File: config.mk
export PLATFORM = sky130hd
export DESIGN_NAME = hazard_scoreboard
export DESIGN_NICKNAME = d
export VERILOG_FILES = /design/src/rtl/hazard_scoreboard.sv
export SDC_FILE = /design/constraint.sdc
export NUM_CORES = 1
export LEC_CHECK = 0
export CELL_PAD_IN_SITES_DETAIL_PLACEMENT = 1
export CELL_PAD_IN_SITES_GLOBAL_PLACEMENT = 1
export CORE_MARGIN = 2
export CORE_UTILIZATION = 44
export CTS_CLUSTER_DIAMETER = 120
export CTS_CLUSTER_SIZE = 14
export DETAILED_ROUTE_END_ITERATION = 7
export HOLD_SLACK_MARGIN = 0.1
export PLACE_DENSITY = 0.95
export SYNTH_ARGS = -nofsm -noshare
export SYNTH_HDL_FRONTEND = slang
export SYNTH_SLANG_ARGS = --single-unit
File: constraint.sdc
create_clock -name clk -period 5 [get_ports clk]
set_input_delay 0.75 -clock clk [delete_from_list [all_inputs] [get_ports clk]]
set_output_delay 0.75 -clock clk [all_outputs]
set_load 0.01 [all_outputs]
File: src/rtl/hazard_scoreboard.sv
// RAW hazard scoreboard: one countdown per architectural register. A source that
// is still counting down stalls ID; a squashed EX instruction has its entry rolled back.
module hazard_cnt_cell #(
  parameter int CW = 2
) (
  input  logic          clk,
  input  logic          rst_n,
  input  logic          hold,
  input  logic          setEn,
  input  logic [CW-1:0] setVal,
  input  logic          restoreEn,
  input  logic [CW-1:0] restoreVal,
  output logic [CW-1:0] cnt,
  output logic [CW-1:0] cntDec
);
  logic [CW-1:0] restoreDec;

  assign cntDec     = (cnt == '0) ? '0 : cnt - CW'(1);
  assign restoreDec = (restoreVal == '0) ? '0 : restoreVal - CW'(1);

  // A rollback under hold takes the saved value as is, because frozen cycles do not age entries.
  always_ff @(posedge clk or negedge rst_n)
    if (!rst_n)         cnt <= '0;
    else if (restoreEn) cnt <= hold ? restoreVal : restoreDec;
    else if (!hold)     cnt <= (setEn && setVal > cntDec) ? setVal : cntDec;
endmodule

module hazard_scoreboard #(
  parameter int REG_AW  = 3,
  parameter int NUM_SRC = 2,
  parameter int FWD_EN  = 1,
  parameter int ALU_LAT = 0,
  parameter int LD_LAT  = 1,
  parameter int WB_LAT  = 3,
  parameter int SCNT_W  = 16
) (
  input  logic                      clk,
  input  logic                      rst_n,
  input  logic                      id_valid,
  input  logic [NUM_SRC*REG_AW-1:0] id_src_addr,
  input  logic [NUM_SRC-1:0]        id_src_en,
  input  logic [REG_AW-1:0]         id_dst_addr,
  input  logic                      id_dst_we,
  input  logic                      id_is_load,
  input  logic                      hold,
  input  logic                      ex_flush,
  input  logic                      clr_stats,
  output logic                      stall,
  output logic                      pc_we,
  output logic                      ifid_we,
  output logic                      idex_bubble,
  output logic [SCNT_W-1:0]         stall_cnt
);
  localparam int NREG = 1 << REG_AW;
  localparam int CW   = (WB_LAT < 1) ? 1 : $clog2(WB_LAT + 1);
  localparam logic [CW-1:0] ALU_L = CW'(ALU_LAT);
  localparam logic [CW-1:0] LD_L  = CW'(LD_LAT);
  localparam logic [CW-1:0] WB_L  = CW'(WB_LAT);

  logic [NREG-1:0][CW-1:0] cnt, cntDec;
  logic [CW-1:0]           issueLat, lastPrev;
  logic [REG_AW-1:0]       lastReg;
  logic                    srcHit, issue, lastValid;

  // A register read on several ports simply sets the same hit twice.
  always_comb begin
    srcHit = 1'b0;
    for (int k = 0; k < NUM_SRC; k++)
      if (id_src_en[k] && cnt[id_src_addr[k*REG_AW +: REG_AW]] != '0) srcHit = 1'b1;
  end

  assign stall       = id_valid & srcHit;
  assign issue       = id_valid & ~stall & ~hold & ~ex_flush;
  assign issueLat    = (FWD_EN != 0) ? (id_is_load ? LD_L : ALU_L) : WB_L;
  assign pc_we       = ~stall & ~hold;
  assign ifid_we     = ~stall & ~hold;
  assign idex_bubble = (stall | ex_flush) & ~hold;

  for (genvar r = 0; r < NREG; r++) begin : gCell
    hazard_cnt_cell #(.CW(CW)) uCell (
      .clk        (clk),
      .rst_n      (rst_n),
      .hold       (hold),
      .setEn      (issue & id_dst_we & (issueLat != '0) & (id_dst_addr == REG_AW'(r))),
      .setVal     (issueLat),
      .restoreEn  (ex_flush & lastValid & (lastReg == REG_AW'(r))),
      .restoreVal (lastPrev),
      .cnt        (cnt[r]),
      .cntDec     (cntDec[r])
    );
  end

  // Remember the pre-issue entry of the instruction entering EX so a flush can undo it.
  always_ff @(posedge clk or negedge rst_n)
    if (!rst_n) begin
      lastValid <= 1'b0;
      lastReg   <= '0;
      lastPrev  <= '0;
    end else if (ex_flush) begin
      lastValid <= 1'b0;
    end else if (!hold) begin
      lastValid <= issue;
      if (issue) begin
        lastReg  <= id_dst_addr;
        lastPrev <= cntDec[id_dst_addr];
      end
    end

  always_ff @(posedge clk or negedge rst_n)
    if (!rst_n)                                     stall_cnt <= '0;
    else if (clr_stats)                             stall_cnt <= '0;
    else if (stall && !hold && stall_cnt != '1)     stall_cnt <= stall_cnt + SCNT_W'(1);
endmodule

# After elaboration in Yosys (flattened, before gate mapping)
# Cells that the tools add are included.
[totals]
regBits = 38
latchBits = 0
ram_bits = 0
romBits = 0
in_bits = 19
output_inout_bits = 20
word_cells = 162
n_memories = 0
[classes]
addsub = 10
n_mul = 0
div_mod_pow = 0
magnitude_cmp = 11
n_eq_ne = 24
shifts = 0
muxes = 47
n_bitwise = 29
n_reduce_logical = 29
[ops]
columns = ["cell", "count"]
rows = [
  ["2-bit two-way mux", 37],
  ["16-bit two-way mux", 2],
  ["1-bit bitwise AND", 25],
  ["3-bit == test, second input constant", 8],
  ["2-bit binary-select mux with 3-bit select", 3],
  ["2-bit zero test", 9],
  ["2-bit by 1-bit != test with 1-bit output, second input constant", 9],
  ["2-bit by 1-bit subtractor with 2-bit output, second input constant", 9],
  ["16-bit by 1-bit adder with 16-bit output, second input constant", 1],
  ["1-bit by 2-bit > comparator with 1-bit output", 8],
  ["16-bit != test, second input constant", 1],
  ["3-bit by 2-bit == test with 1-bit output, second input constant", 4],
  ["1-bit logical AND", 12],
  ["3-bit by 4-bit less-than comparator with 1-bit output, second input constant", 3],
  ["2-bit nonzero test", 4],
  ["3-bit by 1-bit == test with 1-bit output, second input constant", 2],
  ["3-bit zero test", 2],
  ["1-bit two-way mux", 5],
  ["1-bit inverter", 3],
  ["3-bit AND reduction", 1],
  ["1-bit zero test", 1],
  ["1-bit bitwise OR", 1],
]

# Depth between registers and ports, before layout
# Gate-level depths: netlist of the first run.
[depth]
word_depth = 18
mapped_depth = 7
mapped_depth_nobuf = 7

# Cells and area by module
# A second synthesis of the first run with hierarchy kept.
[unflattened]
hier_cells = 406
area_unflattened_um2 = 3565.9
[by_module_without_submodules]
columns = ["mod", "n_inst", "cells_each", "area_per_inst_um2", "seq_area_each_um2"]
rows = [
  ["hazard_cnt_cell", 8, 27, 235.2, 50.0],
  ["hazard_scoreboard", 1, 190, 1684.1, 550.5],
]

# Worst setup path after synthesis of the first run
# OpenSTA, ideal clock, no wires.
[synth_timing]
path_kind = "input to output"
start = "in id_src_addr[1]"
end = "out pc_we"
arrival_time_ns = 2.034
t_required_ns = 4.250
setup_slack_ns = 2.216
path_stages = 7
path_buffers = 1
cell_sequence = "nor4b_1 > a31oi_1 > a32o_2 > nor2_4 > nor2b_1 > nor2_1 > buf_4"
[synth_between]
elab_chain_len = 9
[synth_lines]
columns = ["item", "line", "rtl"]
rows = [
  ["start, declared", "40", "input logic [NUM_SRC*REG_AW-1:0] id_src_addr,"],
  ["2-bit binary-select mux with 3-bit select", "69", "if (id_src_en[k] && cnt[id_src_addr[k*REG_AW +: REG_AW]] != '0) srcHit = 1'b1;"],
  ["2-bit two-way mux (not written as such)", "69", ""],
  ["2-bit nonzero test", "69", ""],
  ["1-bit logical AND", "69", ""],
  ["1-bit two-way mux (2 in a row)", "69", ""],
  ["1-bit bitwise AND", "72", "assign stall = id_valid & srcHit;"],
  ["via stall", "48", "output logic stall,"],
  ["1-bit inverter", "-", ""],
  ["1-bit bitwise AND", "-", ""],
  ["end, declared", "49", "output logic pc_we,"],
]
# The timed path passes the listed nets, and every way through them passes these cells. The select of a mux whose other input is x is not followed.

# Final worst setup path of the first run
[layout_timing]
start = "in id_src_addr[1]"
end = "out pc_we"
[layout_between]
elab_chain_len = 9
[layout_lines]
columns = ["item", "line", "rtl"]
rows = [
  ["2-bit binary-select mux with 3-bit select", "69", ""],
  ["2-bit two-way mux (not written as such)", "69", ""],
  ["2-bit nonzero test", "69", ""],
  ["1-bit logical AND", "69", ""],
  ["1-bit two-way mux (2 in a row)", "69", ""],
  ["1-bit bitwise AND", "72", ""],
  ["1-bit inverter", "75", "assign pc_we = ~stall & ~hold;"],
  ["1-bit bitwise AND", "75", ""],
]
# Every way passes these cells. The select of a mux whose other input is x is not followed.

==> impl_summary.md, run 1 <==
Run status
The flow ran to the end, and the final reports show no timing, DRC or antenna violations.

Placed design
The wire-length estimate of the detail-placed layout is 5.863 mm. The number of placed instances, taps included, is 400. The count of buffers added on input and output ports is 38. The final RePlAce weighted congestion is 0.8755.

Clocking
The number of instances resized during post-cts repair is 0. The maximum count of clock buffers along a single path is 2. The TritonCTS sink count is 38. Clock tree synthesis inserted a total of 5 buffers. TritonCTS built the clock tree. The count of H-tree levels built during CTS is 2. The CTS root buffer is clkbuf_8.

Once the clock tree was built, the setup fixing pass inserted 0 buffers. The register clock-pin slew on the reported worst setup and hold paths is 0.07 ns. The post-cts hold buffer count is 0. The later pin in the worst-skew pair is clocked with a latency of 0.30 ns.

Floorplan
For this configuration, the core starts out at a cell density of 45.00%. 39 I/O pins were placed. The die extent in x is 81.35 um. The total number of placement rows is 28.

The placeable core region is 0.005851 mm^2. The die covers 0.006618 mm^2. The floorplan step set the die height to 81.35 um.

Worst setup path
The critical path is of the input port to primary output type. The critical path launch point type is an input port. At the worst endpoint, the arrival time is 3.28 ns. The cell count of the worst reg-to-reg path is 6. The endpoint identified for the worst register-to-register timing path is lastReg[1].

The critical path runs through a total of 8 cells. On the worst path, the slowest cell contributes a delay of 0.58 ns. The cell that appears most often on the critical path is clkdlybuf4s50_1.

The worst-case register-to-register setup slack is 2.70 ns. On the critical path, the stage with the largest delay is an instance of clkdlybuf4s50_1. The cell family contributing the most delay on the critical path is buffers and inverters. The number of buffer and inverter instances along the worst setup path is 2. The termination of the worst setup path is pc_we. In this run the critical register-to-register path is launched from gCell[1].uCell.cnt[0]. The launching instance or port of the critical path is id_src_addr[1].

The critical path goes through clkdlybuf4s50_1, nor4b_1, a31oi_1, a32o_2, nor2_4, nor2b_1, nor2_1, clkdlybuf4s50_1. Along the worst path, the maximum fanout reaches 16. The worst path required time is 4.25 ns. STA classifies the critical path endpoint as a primary output.

Timing
The final hold violation count is 0. At the pin with the least slew margin, the transition time is 1.086 ns. The ratio of final minimum period to clock period is 80.53%. The clock skew after layout is 0.007395 ns.

The max-slew violation count is 0. After routing, the total negative slack on setup checks comes to 0 ns. The final setup violation count is 0. After layout, the minimum clock period comes to 4.026 ns. Setup repair after global routing left no endpoint under its margin. In this run the tightest slew margin relative to its limit is 27.39%. The peak clock frequency supported by timing is 248.4 MHz.

Synthesis
The number of synthesized register bits is 38. The most used flip-flop cell after synthesis is dfrtp_1. Counting flops with an async set or reset pin after synthesis yields a share of 100.0%. In this run the mean area of a mapped cell was 8.834 um^2. The number of distinct standard cells referenced by the synthesized netlist is 45. The synthesized design contains 0 enable-type register cells.

Sequential cells were found to cover 36.12% of the synthesized design area. The number of nets produced by synthesis is 325. Synthesis produced 298 cells. In this run the cell area of the synthesized design comes to 0.002633 mm^2. The number of warnings printed during yosys synthesis is 0.

GRT
The aggregate global-route resource usage is 26.59%. The first global-routing pass estimated 13.31 mm of wire. The maximum number of pins on one net before global-route repair is 39.

The initial antenna violation count was 0. The via count of the first global-routing pass is 2673. The remaining global-route overflow is 0.

Pwr
The total power divided by cell area is 223.6 mW/mm^2. The worst-case IR drop observed on VDD is 127.0 uV. The leakage power figure is 1.204 nW. The power consumption is 0.7010 mW.

Drt
The number of optimization iterations in the first detailed-route pass is 4. For this run, design rule violations remaining after detail routing come to 0. Summing over every cut layer, the via total after detailed routing is 2581. The number of nets with antenna violations after detailed routing is 0. The final wirelength is 8.288 mm.

For this block, the initial DRC count from the detailed router was 276. The via count normalized by instance count is 6.326. The routed wirelength normalized by instance count is 20.31 um.

Finish
The count of cells in the finished layout, fillers not included, comes to 408. The fraction of final layout cells sized beyond drive strength 1 is 8.108%. The number of antenna diodes is 0. The final-layout fill cell count is 704. The end-of-flow core utilization is 53.59%. The area growth from synthesis to layout is 19.11%. The net count of the finished layout is 359.

Run
Max-cap violations in this run came to 0.

Min path
The path class of the tightest hold or removal check is flop to flop.
-- placed cells by master (no fill, tap or decap), types with 2 or more instances in the layout --
cell type / instances
dfrtp_1: 38
clkdlybuf4s50_1: 37
a21oi_1: 29
nand2_1: 23
nor2_1: 21
nor3_1: 21
o21ai_0: 18
nor2b_1: 16
nand4_1: 11
inv_1: 9
nor3b_1: 8
nand3_1: 8
mux2i_1: 8
or3_1: 8
ha_1: 8
mux2_2: 7
nor4b_1: 6
clkbuf_8: 6
nand2b_1: 5
o21bai_1: 4
mux2_1: 4
nor4_1: 3
a211oi_1: 3
a2111oi_0: 3
mux4_2: 3
a31oi_1: 2
a32o_2: 2
o31ai_1: 2
or4_1: 2
nand3b_1: 2
o211ai_1: 2
-- area by class of cell --
class                   instances  area [um^2]  share of cell area [%]
clock buffers                   6        82.58                   2.634
clock inverters                 2        12.51                  0.3990
inverters                       9        33.78                   1.077
multi-input cells             240         1587                   50.60
flip-flops and latches         38        950.9                   30.33
well taps                      75        93.84                   2.993
repair buffers                 38        375.4                   11.97
-- worst register-to-register path: cells and delay by family (launching register included) --
kind	cells	cell delay, ns
multiplexers	1	0.34
flip-flops	1	0.47
AND/OR/NAND/NOR	3	0.98
AO/OA/AOI/OAI	2	0.40
-- metal layers --
| metal | track usage, % | up-vias | share of wire (%) |
|---|---|---|---|
| li1 | - | 1184 | - |
| met3 | 4.000 | 20 | 5.4 |
| met2 | 44.10 | 92 | 49 |
| met4 | 10.17 | 0 | 2.3 |
| met1 | 34.81 | 1285 | 43 |
| met5 | 0 | - | 0 |
-- registers in the layout, summed over array words and instances (netlist names) --
| name | count |
|---|---|
| gCell.uCell.cnt | 16 |
| lastReg | 3 |
| lastValid | 1 |
| stall_cnt | 16 |
| lastPrev | 2 |
-- per-stage QoR --
step | instance area (um^2) | worst slack [ns] | hold WS [ns]
3_5_place_dp | 3040 | 1.022 | 0.5149
5_1_grt | 3136 | 0.7886 | 0.5547
2_1_floorplan | 2633 | 2.216 | 0.4544
6_report | 3136 | 0.9737 | 0.5308
4_1_cts | 3136 | 0.9954 | 0.5328
3_3_place_gp | 3040 | 1.120 | 0.5053
-- cell families after synthesis --
family,Yosys count,synth area share [%]
simple gates,139,29.42
compound gates,71,16.73
flops,38,36.12
buf+inv,20,3.612
fa+ha+maj,8,3.802
mux,22,10.31
-- worst min path at each step --
stage	start	cells past startpoint	endpoint
global placement	lastReg[2]	1	lastReg[2]
global route	lastReg[2]	1	lastReg[2]
CTS	lastReg[2]	1	lastReg[2]
detailed placement	lastReg[2]	1	lastReg[2]
finish	lastReg[2]	1	lastReg[2]
floorplan	rst_n	0	gCell[0].uCell.cnt[0]
-- synthesized netlist by cell type (2+ instances only) --
library cell   n  share of area (%)
a21oi_1       29                5.5
nor3_1        21                4.0
buf_6          2               0.86
mux2_2         7                3.0
nand3_1        8                1.5
o21bai_1       4                1.1
o211ai_1       2               0.57
a31oi_1        2               0.48
nor4b_1        6                2.0
or3_1          8                1.9
nor2b_1       16                3.8
o21ai_0       18                3.4
or4_1          2               0.57
a211oi_1       3               0.86
nor2_1        21                3.0
mux4_2         3                2.6
mux2_1         4                1.7
nor3b_1        8                2.3
nand2_1       23                3.3
nand2b_1       5                1.2
a2111oi_0      3                1.0
a32o_2         2               0.86
nor4_1         3               0.71
o31ai_1        2               0.57
mux2i_1        8                3.0
ha_1           8                3.8
inv_1          9                1.3
nand3b_1       2               0.57
dfrtp_1       38                 36
clkbuf_1       6               0.86
nand4_1       11                2.6
-- report_power, final --
part	internal [mW]	leakage, nW	switching, mW
Combinational	0.0542	0.645	0.0748
Sequential	0.322	0.512	0.0226
Clock	0.111	0.0472	0.117
Total	0.487	1.20	0.214
Note: power is estimated with default switching activity, not from simulation.
==> run 2: changes to the inputs <==
--- a/config.mk
+++ b/config.mk
@@ -8,12 +8,12 @@
 export CELL_PAD_IN_SITES_DETAIL_PLACEMENT = 1
 export CELL_PAD_IN_SITES_GLOBAL_PLACEMENT = 1
 export CORE_MARGIN = 2
-export CORE_UTILIZATION = 44
+export CORE_UTILIZATION = 41
 export CTS_CLUSTER_DIAMETER = 120
 export CTS_CLUSTER_SIZE = 14
 export DETAILED_ROUTE_END_ITERATION = 7
 export HOLD_SLACK_MARGIN = 0.1
-export PLACE_DENSITY = 0.95
+export PLACE_DENSITY = 0.91
 export SYNTH_ARGS = -nofsm -noshare
 export SYNTH_HDL_FRONTEND = slang
 export SYNTH_SLANG_ARGS = --single-unit
==> constraint.sdc (replaced) <==
create_clock -name clk -period 4.1 [get_ports clk]
set_input_delay 0.615 -clock clk [delete_from_list [all_inputs] [get_ports clk]]
set_output_delay 0.615 -clock clk [all_outputs]
set_load 0.01 [all_outputs]
==> run 2 against run 1 <==
Compared with the run above:
- via count is 0.58% lower
- largest cell class unchanged
- register-to-register slack worse by 0.85 ns
- critical endpoint is now ifid_we
- sequential cell count stayed put
- highest routed layer unchanged
- design area is 1.9% higher
==> impl_summary.md, run 2 (synthesis gave the netlist of run 1 again) <==
GRT
For this run the aggregate overflow at the end of global routing stands at 0. The first global-routing pass estimated 13.80 mm of wire. The aggregate global-route resource usage is 24.02%. The maximum number of pins on one net before global-route repair is 39. The via count of the first global-routing pass was 2766.

The initial antenna violation count is 0.

Worst setup path
The endpoint identified for the worst register-to-register timing path is stall_cnt[7]. The endpoint type of the worst setup path is a primary output. Data on the critical path is required at its endpoint by 3.48 ns.

For the worst setup path, the data arrival time is 2.84 ns. The number of cells on the worst reg-to-reg path is 6. The worst register-to-register path has a setup slack of 1.85 ns. The type of the worst setup path is input port to primary output. In this run the worst path has a maximum fanout of 8.

The critical path launch point type is an input port. The startpoint identified for the worst register-to-register timing path is gCell[1].uCell.cnt[0].

Drt
The number of optimization iterations in the first detailed-route pass is 4. In the final routed layout, each cell accounts on average for 19.54 um. The count of nets left with antenna violations once routing finished came out at 0. The via count normalized by instance count is 6.228. The detailed router placed 2566 vias in this run. After detailed routing, the total wire length is 8.052 mm. The first routing iteration left 222 violations. The number of remaining DRC errors is 0.

Run
Max-cap violations in this run came to 0.

Finish
Of the cells placed in the final design, the portion with a size suffix greater than 1 is 8.657%. The net count of the finished layout is 361. In the layout the commonest cells are dfrtp_1, clkdlybuf4s50_1, a21oi_1. The number of antenna diodes is 0. Summing all non-filler instances in the final layout gives an area of 0.003196 mm^2. Leaving out fill and tap cells, the most frequent cell in the layout is dfrtp_1. The layout overhead on the synthesized area is 21.39%. The largest registers in the layout are gCell.uCell.cnt (16), stall_cnt (16), lastReg (3).

Pwr
The leakage power figure is 1.234 nW. Dividing total power by cell area gives a power density of 305.6 mW/mm^2. The worst voltage drop across the vdd grid is 162.6 uV.

Clocking
The post-CTS repair timing setup buffer count is 0. The CTS root buffer is clkbuf_8. The post-cts hold buffer count is 0. The TritonCTS sink count is 38.

The H-tree generated during clock tree synthesis spans 2 levels. In this run the deepest clock path goes through 2 buffers. Clock latency on the worst-skew pair, taken at its later pin, is 0.31 ns.

The number of buffers added by the clock tree synthesis step is 5. The register clock-pin slew on the reported worst setup and hold paths is 0.08 ns. The number of instances resized during post-cts repair is 0.

The CTS tree is built.

Placed design
Buffers placed on the I/O ports in this run total 38. The estimated wirelength of the detail-placed design is 5.758 mm. After detailed placement, the total cell area comes to 0.003058 mm^2. At the end of routability-driven placement, the weighted congestion stood at 0.8365.

Timing
The final hold violation count is 0. Timing would allow up to 289.8 MHz. Summed over all failing endpoints, the final setup total negative slack is 0 ns. Setup repair after global routing left no endpoint under its margin. At the pin with the least slew margin, the transition time is 0.9881 ns.

The final setup violation count is 0. The final critical-path required period is 3.451 ns. The max-slew violation count is 0. For the final database, setup skew stands at 0.007758 ns.

The worst slew slack as a fraction of its limit is 33.52%. The ratio of final minimum period to clock period is 84.16%.

Floorplan
39 I/O pins were placed. From left edge to right edge, the die measures 84.13 um. The vertical extent of the die is 84.13 um.

The die covers 0.007078 mm^2. After floorplanning, the core was divided into 29 placement rows. The initial standard-cell utilization of the core is 41.94%. The core region is 0.006277 mm^2.

Min path
The path class of the lowest-slack min-delay path is input port to asynchronous set/reset pin.

Run status
The flow ran to the end, and the final reports show no timing, DRC or antenna violations.
-- run 2: cell types whose count changed in the layout (fill, tap and decap cells not counted) --
cell,delta
buf_4,+2
bufinv_16,+2
clkbuf_8,-1
clkinv_2,-1
clkinv_4,+1
clkinvlp_4,-1
-- run 2: power by group --
| group | switching, mW | internal, mW |
|---|---|---|
| Clock | 0.154 | 0.244 |
| Combinational | 0.0901 | 0.0683 |
| Sequential | 0.0281 | 0.392 |
| Total | 0.272 | 0.704 |
-- run 2: layout make-up --
cell class,count,area [um^2]
Multi-Input combinational cell,240,1587
Timing Repair Buffer,40,390.4
Inverter,9,33.78
Sequential cell,38,950.9
Clock inverter,3,68.82
Clock buffer,5,68.82
Tap cell,77,96.34
Fill cell,762,3082
-- run 2: through the flow --
stage	instances	power [mW]	utilization, %	hold slack (ns)	setup WS, ns
floorplan	298	0.5136	-	0.3194	1.586
global placement	404	0.5752	48.71	0.5130	0.7363
detailed placement	404	0.5826	48.71	0.5226	0.6581
CTS	412	0.9780	50.91	0.4597	0.6410
global route	412	1.016	50.91	0.5023	0.5048
finish	412	0.9766	50.91	0.4181	0.6493
-- run 2: how the worst max path moves through the flow --
stage / from / to / slack [ns]
5_1_grt: id_src_addr[1] / ifid_we / 0.50
3_3_place_gp: id_src_addr[1] / ifid_we / 0.74
6_report: id_src_addr[1] / ifid_we / 0.65
2_1_floorplan: id_src_addr[1] / pc_we / 1.59
4_1_cts: id_src_addr[1] / ifid_we / 0.64
3_5_place_dp: id_src_addr[1] / ifid_we / 0.66
-- run 2: worst max-delay path, stage by stage --
cell             delay [ns]
clkdlybuf4s50_1        0.54
nor4b_1                0.36
a31oi_1                0.07
a32o_2                 0.33
nor2_4                 0.16
nor2b_1                0.09
nor2_1                 0.12
clkdlybuf4s50_1        0.56
-- run 2: routing by layer --
| metal | routed length, um | GRT usage [%] | vias up |
|---|---|---|---|
| met4 | 153 | 8.065 | 0 |
| met5 | 0 | 0 | - |
| met1 | 3679 | 32.69 | 1274 |
| met2 | 3851 | 39.25 | 88 |
| li1 | - | - | 1188 |
| met3 | 367 | 3.638 | 16 |
